--- src/rtl/div_bus_master.sv ---
`default_nettype none
// div_bus_master: byte-serial master for a handshake divider; sends 4 operand bytes, collects 4 result bytes.
// Revision 1.0
module div_bus_master #(
  parameter int PULSE_W = 2,
  parameter int GAP_W   = 2,
  parameter int TIMEOUT = 255
) (
  input  logic        clk,
  input  logic        rst,
  input  logic        req_valid,
  input  logic [15:0] req_dividend,
  input  logic [15:0] req_divisor,
  output logic        req_ready,
  input  logic        div_ready,
  output logic        div_start,
  output logic [7:0]  div_bus_out,
  input  logic        div_full,
  input  logic [7:0]  div_bus_in,
  output logic        div_received,
  output logic        rsp_valid,
  input  logic        rsp_ack,
  output logic [15:0] rsp_quotient,
  output logic [15:0] rsp_remainder,
  output logic        rsp_err
);

  localparam logic [3:0] S_IDLE     = 4'd0;
  localparam logic [3:0] S_TX_WAIT  = 4'd1;
  localparam logic [3:0] S_TX_SETUP = 4'd2;
  localparam logic [3:0] S_TX_PULSE = 4'd3;
  localparam logic [3:0] S_TX_HOLD  = 4'd4;
  localparam logic [3:0] S_RX_WAIT  = 4'd5;
  localparam logic [3:0] S_RX_PULSE = 4'd6;
  localparam logic [3:0] S_RX_GAP   = 4'd7;
  localparam logic [3:0] S_RESP     = 4'd8;

  localparam logic [3:0]  C_PULSE_LAST = 4'(PULSE_W - 1);
  localparam logic [3:0]  C_GAP_LAST   = 4'(GAP_W - 1);
  localparam logic [15:0] C_TIMEOUT    = 16'(TIMEOUT);

  logic [3:0]  state_q, state_d;
  logic [1:0]  byte_cnt_q, byte_cnt_d;
  logic [3:0]  phase_cnt_q, phase_cnt_d;
  logic [15:0] wait_cnt_q, wait_cnt_d;
  logic [15:0] dividend_q, dividend_d;
  logic [15:0] divisor_q, divisor_d;
  logic [15:0] quot_q, quot_d;
  logic [15:0] rem_q, rem_d;
  logic        err_q, err_d;
  logic [15:0] wait_inc;
  logic [7:0]  tx_byte;

  assign wait_inc = wait_cnt_q + 16'd1;

  always_ff @(posedge clk) begin
    if (!rst) begin
      state_q     <= S_IDLE;
      byte_cnt_q  <= 2'd0;
      phase_cnt_q <= 4'd0;
      wait_cnt_q  <= 16'd0;
      dividend_q  <= 16'd0;
      divisor_q   <= 16'd0;
      quot_q      <= 16'd0;
      rem_q       <= 16'd0;
      err_q       <= 1'b0;
    end else begin
      state_q     <= state_d;
      byte_cnt_q  <= byte_cnt_d;
      phase_cnt_q <= phase_cnt_d;
      wait_cnt_q  <= wait_cnt_d;
      dividend_q  <= dividend_d;
      divisor_q   <= divisor_d;
      quot_q      <= quot_d;
      rem_q       <= rem_d;
      err_q       <= err_d;
    end
  end

  always_comb begin
    state_d     = state_q;
    byte_cnt_d  = byte_cnt_q;
    phase_cnt_d = phase_cnt_q;
    wait_cnt_d  = wait_cnt_q;
    dividend_d  = dividend_q;
    divisor_d   = divisor_q;
    quot_d      = quot_q;
    rem_d       = rem_q;
    err_d       = err_q;
    case (state_q)
      S_IDLE: begin
        if (req_valid) begin
          dividend_d = req_dividend;
          divisor_d  = req_divisor;
          quot_d     = 16'd0;
          rem_d      = 16'd0;
          err_d      = 1'b0;
          byte_cnt_d = 2'd0;
          wait_cnt_d = 16'd0;
          state_d    = S_TX_WAIT;
        end
      end
      S_TX_WAIT, S_RX_WAIT: begin
        if (state_q == S_TX_WAIT && div_ready) begin
          state_d = S_TX_SETUP;
        end else if (state_q == S_RX_WAIT && div_full) begin
          case (byte_cnt_q)
            2'd0: quot_d[15:8] = div_bus_in;
            2'd1: quot_d[7:0]  = div_bus_in;
            2'd2: rem_d[15:8]  = div_bus_in;
            2'd3: rem_d[7:0]   = div_bus_in;
          endcase
          phase_cnt_d = 4'd0;
          state_d     = S_RX_PULSE;
        end else if (wait_inc == C_TIMEOUT) begin
          // Abort: partially collected result bytes are discarded.
          quot_d     = 16'd0;
          rem_d      = 16'd0;
          err_d      = 1'b1;
          byte_cnt_d = 2'd0;
          state_d    = S_RESP;
        end else begin
          wait_cnt_d = wait_inc;
        end
      end
      S_TX_SETUP: begin
        phase_cnt_d = 4'd0;
        state_d     = S_TX_PULSE;
      end
      S_TX_PULSE, S_RX_PULSE: begin
        if (phase_cnt_q == C_PULSE_LAST) begin
          phase_cnt_d = 4'd0;
          state_d     = (state_q == S_TX_PULSE) ? S_TX_HOLD : S_RX_GAP;
        end else begin
          phase_cnt_d = phase_cnt_q + 4'd1;
        end
      end
      S_TX_HOLD, S_RX_GAP: begin
        if (phase_cnt_q == C_GAP_LAST) begin
          phase_cnt_d = 4'd0;
          byte_cnt_d  = byte_cnt_q + 2'd1;
          wait_cnt_d  = 16'd0;
          if (state_q == S_TX_HOLD) begin
            state_d = (byte_cnt_q == 2'd3) ? S_RX_WAIT : S_TX_WAIT;
          end else begin
            state_d = (byte_cnt_q == 2'd3) ? S_RESP : S_RX_WAIT;
          end
        end else begin
          phase_cnt_d = phase_cnt_q + 4'd1;
        end
      end
      S_RESP: begin
        if (rsp_ack) state_d = S_IDLE;
      end
      default: state_d = S_IDLE;
    endcase
  end

  always_comb begin
    case (byte_cnt_q)
      2'd0: tx_byte = dividend_q[15:8];
      2'd1: tx_byte = dividend_q[7:0];
      2'd2: tx_byte = divisor_q[15:8];
      2'd3: tx_byte = divisor_q[7:0];
    endcase
  end

  always_comb begin
    req_ready    = 1'b0;
    div_start    = 1'b0;
    div_received = 1'b0;
    rsp_valid    = 1'b0;
    div_bus_out  = 8'h00;
    case (state_q)
      S_IDLE:                req_ready = 1'b1;
      S_TX_SETUP, S_TX_HOLD: div_bus_out = tx_byte;
      S_TX_PULSE: begin
        div_bus_out = tx_byte;
        div_start   = 1'b1;
      end
      S_RX_PULSE:            div_received = 1'b1;
      S_RESP:                rsp_valid = 1'b1;
      default: ;
    endcase
  end

  assign rsp_quotient  = quot_q;
  assign rsp_remainder = rem_q;
  assign rsp_err       = err_q;

endmodule
`default_nettype wire

--- config.mk ---
export PLATFORM = sky130hd
export DESIGN_NAME = div_bus_master
export DESIGN_NICKNAME = d
export VERILOG_FILES = /design/src/rtl/div_bus_master.sv
export SDC_FILE = /design/constraint.sdc
export NUM_CORES = 1
export LEC_CHECK = 0
export ABC_CLOCK_PERIOD_IN_PS = 6000
export BUFFER_PORTS_ARGS = -buffer_cell sky130_fd_sc_hd__buf_2
export CAP_MARGIN = 40
export CELL_PAD_IN_SITES_DETAIL_PLACEMENT = 0
export CELL_PAD_IN_SITES_GLOBAL_PLACEMENT = 1
export CORE_MARGIN = 5
export CORE_UTILIZATION = 45
export CTS_BUF_LIST = sky130_fd_sc_hd__clkbuf_8
export DETAILED_ROUTE_END_ITERATION = 12
export GPL_ROUTABILITY_DRIVEN = 0
export PLACE_DENSITY = 0.85
export SLEW_MARGIN = 0
export SYNTH_ARGS = -nofsm -noshare
export SYNTH_HDL_FRONTEND = slang
export SYNTH_SLANG_ARGS = --single-unit
--- constraint.sdc ---
create_clock -name clk -period 6 [get_ports clk]
set_input_delay 0.3 -clock clk [delete_from_list [all_inputs] [get_ports clk]]
set_output_delay 0.3 -clock clk [all_outputs]
set_load 0.005 [all_outputs]
# Word level (Yosys, flattened, before mapping)
# Index checks and enable logic that the tools add are counted.
word_totals:
  ff_bits: 91
  latchBits: 0
  ram_bits: 0
  mem_bits_ro: 0
  input_bits: 46
  out_inout_bits: 45
  wordCells: 114
  n_memories: 0
classes:
  add_sub_neg: 3
  mul: 0
  div_mod_pow: 0
  magnitude_cmp: 0
  eq_ne: 28
  shift: 0
  muxes: 50
  bitwise_logic: 0
  reduce_logical: 22
ops:
  columns: ["op", "n"]
  rows:
  - ["$mux 16", 10]
  - ["$pmux 16 s2", 2]
  - ["$mux 4", 12]
  - ["$pmux 16 s3", 1]
  - ["$mux 8", 5]
  - ["$pmux 8 s4", 1]
  - ["$reduce_and 5->1", 6]
  - ["$pmux 4 s6", 1]
  - ["$ne 2x2->1 const B", 9]
  - ["$add 16x1->16 const B", 1]
  - ["$eq 16x8->1 const B", 1]
  - ["$eq 4x3->1 const B", 4]
  - ["$ne 3x3->1 const B", 5]
  - ["$mux 2", 6]
  - ["$pmux 4 s3", 1]
  - ["$reduce_and 6->1", 2]
  - ["$eq 4x1->1 const B", 2]
  - ["$eq 4x2->1 const B", 2]
  - ["$mux 1", 8]
  - ["$pmux 2 s3", 1]
  - ["$reduce_bool 3->1", 2]
  - ["$reduce_or 2->1", 3]
  - ["$add 4x1->4 const B", 1]
  - ["$eq 2x2->1 const B", 2]
  - ["14 further kinds", 15]

# Logic depth before layout (Yosys ltp)
logic_depth:
  depth_word: 6
  depth_mapped: 10
  depth_no_buf: 8

# Worst setup path before layout
# No wires, ideal clock.
synth_timing:
  path_kind: "register to register"
  start: "register wait_cnt_q[1]"
  end: "register quot_q[10] (netlist: rsp_quotient[10])"
  arrival_ns: 2.336
  path_slack_ns: 3.530
  path_stages_with_launch: 9
  n_path_buf: 1
  synth_period_minus_slack_ns: 2.470
  cell_sequence: "dfxtp_1 ha_1 nand3_1 o21ai_0 nand4bb_1 or4_1 buf_4 nor4_4 o31ai_1"
synth_via:
  elab_chain_len: 4
synth_rtl:
  columns: ["item", "line", "rtl"]
  rows:
  - ["start, declared", "45", "logic [15:0] wait_cnt_q, wait_cnt_d;"]
  - ["start signal, assigned", "71", "wait_cnt_q <= wait_cnt_d;"]
  - ["$add 16x1->16", "54", "assign wait_inc = wait_cnt_q + 16'd1;"]
  - ["$eq 16x8->1", "115", "end else if (wait_inc == C_TIMEOUT) begin"]
  - ["$ne 3x3->1 (no line)", null, null]
  - ["$reduce_and 5->1 (no line)", null, null]
  - ["end signal, assigned", "74", "quot_q <= quot_d;"]
  - ["end, declared", "48", "logic [15:0] quot_q, quot_d;"]
# Every way passes these cells.
# A chain may end at the register's enable or synchronous reset.

# Final worst setup path
layout_timing:
  start: "register wait_cnt_q[0]"
  end: "register rem_q[2] (netlist: rsp_remainder[2])"
layout_via:
  elab_chain_len: 4
layout_rtl:
  columns: ["item", "line", "rtl"]
  rows:
  - ["$add 16x1->16", "54", null]
  - ["$eq 16x8->1", "115", null]
  - ["$ne 3x3->1 (no line)", null, null]
  - ["$reduce_and 5->1 (no line)", null, null]
  - ["end signal, assigned", "75", "rem_q <= rem_d;"]
  - ["end, declared", "49", "logic [15:0] rem_q, rem_d;"]
# Every way passes these cells.

==> flow_summary_export.csv <==
group,metric,value,unit
timing,hold_violations,0,
critical_path,cp_data_arrival_time,3.28,ns
clock_tree,post_cts_buffers,0,
floorplan,core.rowCount,37,
critical_path,rr_endpoint,"rsp_remainder[2]$_SDFFE_PN0P_",
clock_tree,cts_resized,0,
layout,layout-drive-gt1-share,18.8,%
power,p_int,0.00103,W
run,maxCapViolations,0,
floorplan,die_h,113,um
critical_path,worstPathCellList,"ha_1, nand3_1, o21ai_0, nand4bb_1, or4_1, nor4_4, o31ai_1",
min_path,min_to,"dividend_q[13]$_SDFFE_PN0P_",
synth,synth_area_leaders,"dfxtp_1 38%, nand2_1 9.1%, a21oi_1 5.8%, o31ai_1 5.2%, nand4_1 4.5%",
clock_tree,cts_max_level,3,
critical_path,start_kind,"flip-flop",
critical_path,cp_max_fo,9,
layout,fillers,1027,
floorplan,die-area,0.0128,mm^2
timing,fmax,330,MHz
routing,drt-total-wl,13100,um
clock_tree,cts.path.max_buffers,2,
power,power_frac_clock,25.3,%
routing,viasPerCell,5.77,
clock_tree,clk_latency,0.37,ns
critical_path,critical-path-slowest-cell,"or4_1",
synth,synth_common_cells,"115 x nand2_1, 91 x dfxtp_1, 55 x a21oi_1, 42 x nor2_1, 41 x clkbuf_1",
timing,tightest_slew,0.860,ns
run_status,status,"completed",
floorplan,die_w,113,um
synth,ys_seq_area_share,38.2,%
routing,routedWlPerCell,16.3,um
critical_path,worstSetupEndpointType,"flip-flop",
critical_path,crit_path_max_incr_delay,0.70,ns
power,p_leak,2.04,nW
layout,area_growth,14.5,%
synth,synth_cell_types,63,
global_routing,grt_pass1_vias,4401,
critical_path,r2r_cells,7,
synth,ys_seq_elements,91,
timing,setup_violations,0,
power,peakVddDrop,0.238,mV
power,power_frac_seq,43.5,%
critical_path,critPathRequiredTime,6.24,ns
power,comb_power_share,31.3,%
timing,tns,0,ns
clock_tree,cts_root_buf,"clkbuf_8",
synth,synth_top_flop_cell,"dfxtp_1",
critical_path,path_delay_family,"simple AND/OR/NAND/NOR gates",
synth,yosysMostFrequentCell,"nand2_1",
clock_tree,cts_tree,"built",
synth,yosysTopAreaCellShare,38.2,%
timing,clock_skew,0.0106,ns
layout,diodes,0,
clock_tree,clock-sinks,91,
synth,syn_nets,667,
routing,via_count,4654,
power,finalPower,0.00168,W
layout,fin_nets,721,
routing,drc,0,
synth,synthArstFlopShare,0,%
min_path,worstHoldPathCells,3,
placement,hpwl,9270,um
clock_tree,cts_hold_buf,0,
placement,io_buffers,90,
power,p_per_area,308,mW/mm^2
synth,syn_avg_cell_area,7.79,um^2
power,netSwitchingFraction,38.5,%
timing,slew_violations,0,
critical_path,rrSetupSlack,2.97,ns
synth,synth.largest_area_cell,"dfxtp_1",
floorplan,core_area,0.0103,mm^2
critical_path,path_class,"reg -> reg",
global_routing,grt_pass1_wl,21400,um
floorplan,initial_core_util,46.2,%
synth,synthCells,612,
placement,place_inst,791,
synth,synth_edf_count,0,
timing,whs,0.153,ns
timing,rsz0062_at_grt,"false",
power,power_switching,0.000647,W
min_path,hp-start,"req_dividend[13]",
global_routing,grt_max_degree,85,
global_routing,antenna_found_initial,0,
timing,relSlewSlack,42.7,%
min_path,hp-class,"in -> reg",
critical_path,crit_buf_inv,0,
clock_tree,clk_pin_slew,0.10,ns
global_routing,grt_overflow,0,
timing,period_minus_slack,3.03,ns
critical_path,reg2reg_from,"wait_cnt_q[0]$_SDFFE_PN0P_",
routing,dr.pass1.iters,5,
timing,fin_crit_sh,50.6,%
synth,yosys_warnings,0,
floorplan,io_pins,91,
layout,final_cells,806,
routing,drtIter0Drc,286,
synth,syn_area,0.00477,mm^2
clock_tree,cts_buffers,9,
routing,ant_nets,0,
global_routing,grt_usage,20.3,%
==> sequential cells by signal, summed over array words and instances (netlist names), 2 cells and up <==
name           count
phase_cnt_q        4
dividend_q        16
rsp_remainder     16
wait_cnt_q        16
rsp_quotient      16
byte_cnt_q         2
state_q            4
divisor_q         16
==> worst max path at each step <==
stage	from	endpoint	cells past startpoint	slack (ns)
final	wait_cnt_q[0]$_SDFFE_PN0P_	rsp_remainder[2]$_SDFFE_PN0P_	7	2.97
after global routing	wait_cnt_q[0]$_SDFFE_PN0P_	byte_cnt_q[1]$_SDFFE_PN0P_	7	2.74
after CTS	wait_cnt_q[0]$_SDFFE_PN0P_	rsp_remainder[2]$_SDFFE_PN0P_	7	2.99
after detailed placement	wait_cnt_q[0]$_SDFFE_PN0P_	rsp_remainder[2]$_SDFFE_PN0P_	7	2.99
after global placement	state_q[0]$_SDFFE_PN0P_	rsp_remainder[6]$_SDFFE_PN0P_	6	2.92
after floorplan	wait_cnt_q[1]$_SDFFE_PN0P_	rsp_quotient[10]$_SDFFE_PN0P_	8	3.53
==> routing by layer <==
metal | track usage [%] | wire length [um]
met5 | 0 | 0
met4 | 7.85 | 255
met2 | 31.9 | 5950
met3 | 3.58 | 744
met1 | 27.7 | 6160
==> layout make-up <==
class	instances	area (um^2)	share of cell area [%]
repair buffers	98	551	10.1
clock inverters	6	66.3	1.21
flip-flops and latches	91	1820	33.4
well taps	136	170	3.12
multi-input cells	453	2680	49.1
inverters	13	48.8	0.893
clock buffers	9	124	2.27
==> logic make-up after synthesis <==
group | share of synthesized area [%]
fa+ha+maj | 2.36
buf+inv | 5.61
compound gates | 21.0
xor+xnor | 1.47
flops | 38.2
simple gates | 29.9
mux | 1.52
==> through the flow <==
| step | setup slack, ns | util, % | area, um^2 |
|---|---|---|---|
| after floorplan | 3.53 | - | 4770 |
| after global placement | 2.92 | 50.4 | 5200 |
| after detailed placement | 2.99 | 51.1 | 5270 |
| after CTS | 2.99 | 52.9 | 5460 |
| after global routing | 2.74 | 52.9 | 5460 |
| final | 2.97 | 52.9 | 5460 |
==> cells in the final DEF, fill, tap and decap left out, types with 8 or more instances in the layout <==
cell type / count
dfxtp_1: 91
o31ai_1: 33
nand4_1: 34
a222oi_1: 8
nand2_1: 115
clkbuf_8: 9
buf_2: 90
nor3_1: 13
nor2_1: 42
a21oi_1: 55
ha_1: 9
inv_1: 14
a31oi_1: 8
o21ai_0: 16
nand3_1: 20
==> power groups by stage <==
stage | Clock [W] | Sequential [W] | Combinational, W
3_3_place_gp | 0 | 0.000741 | 0.000486
5_1_grt | 0.000459 | 0.000741 | 0.000585
6_report | 0.000425 | 0.000731 | 0.000525
3_5_place_dp | 0 | 0.000744 | 0.000521
4_1_cts | 0.000431 | 0.000730 | 0.000524
2_1_floorplan | 0 | 0.000699 | 0.000397
==> worst register-to-register path, delay by kind of cell, from the launching register on <==
family	cells	cell delay [ns]
AO/OA/AOI/OAI	2	0.43
AND/OR/NAND/NOR	4	1.68
adder cells (fa/ha/maj)	1	0.32
flip-flops	1	0.48
Power figures use the tool's default switching activity.
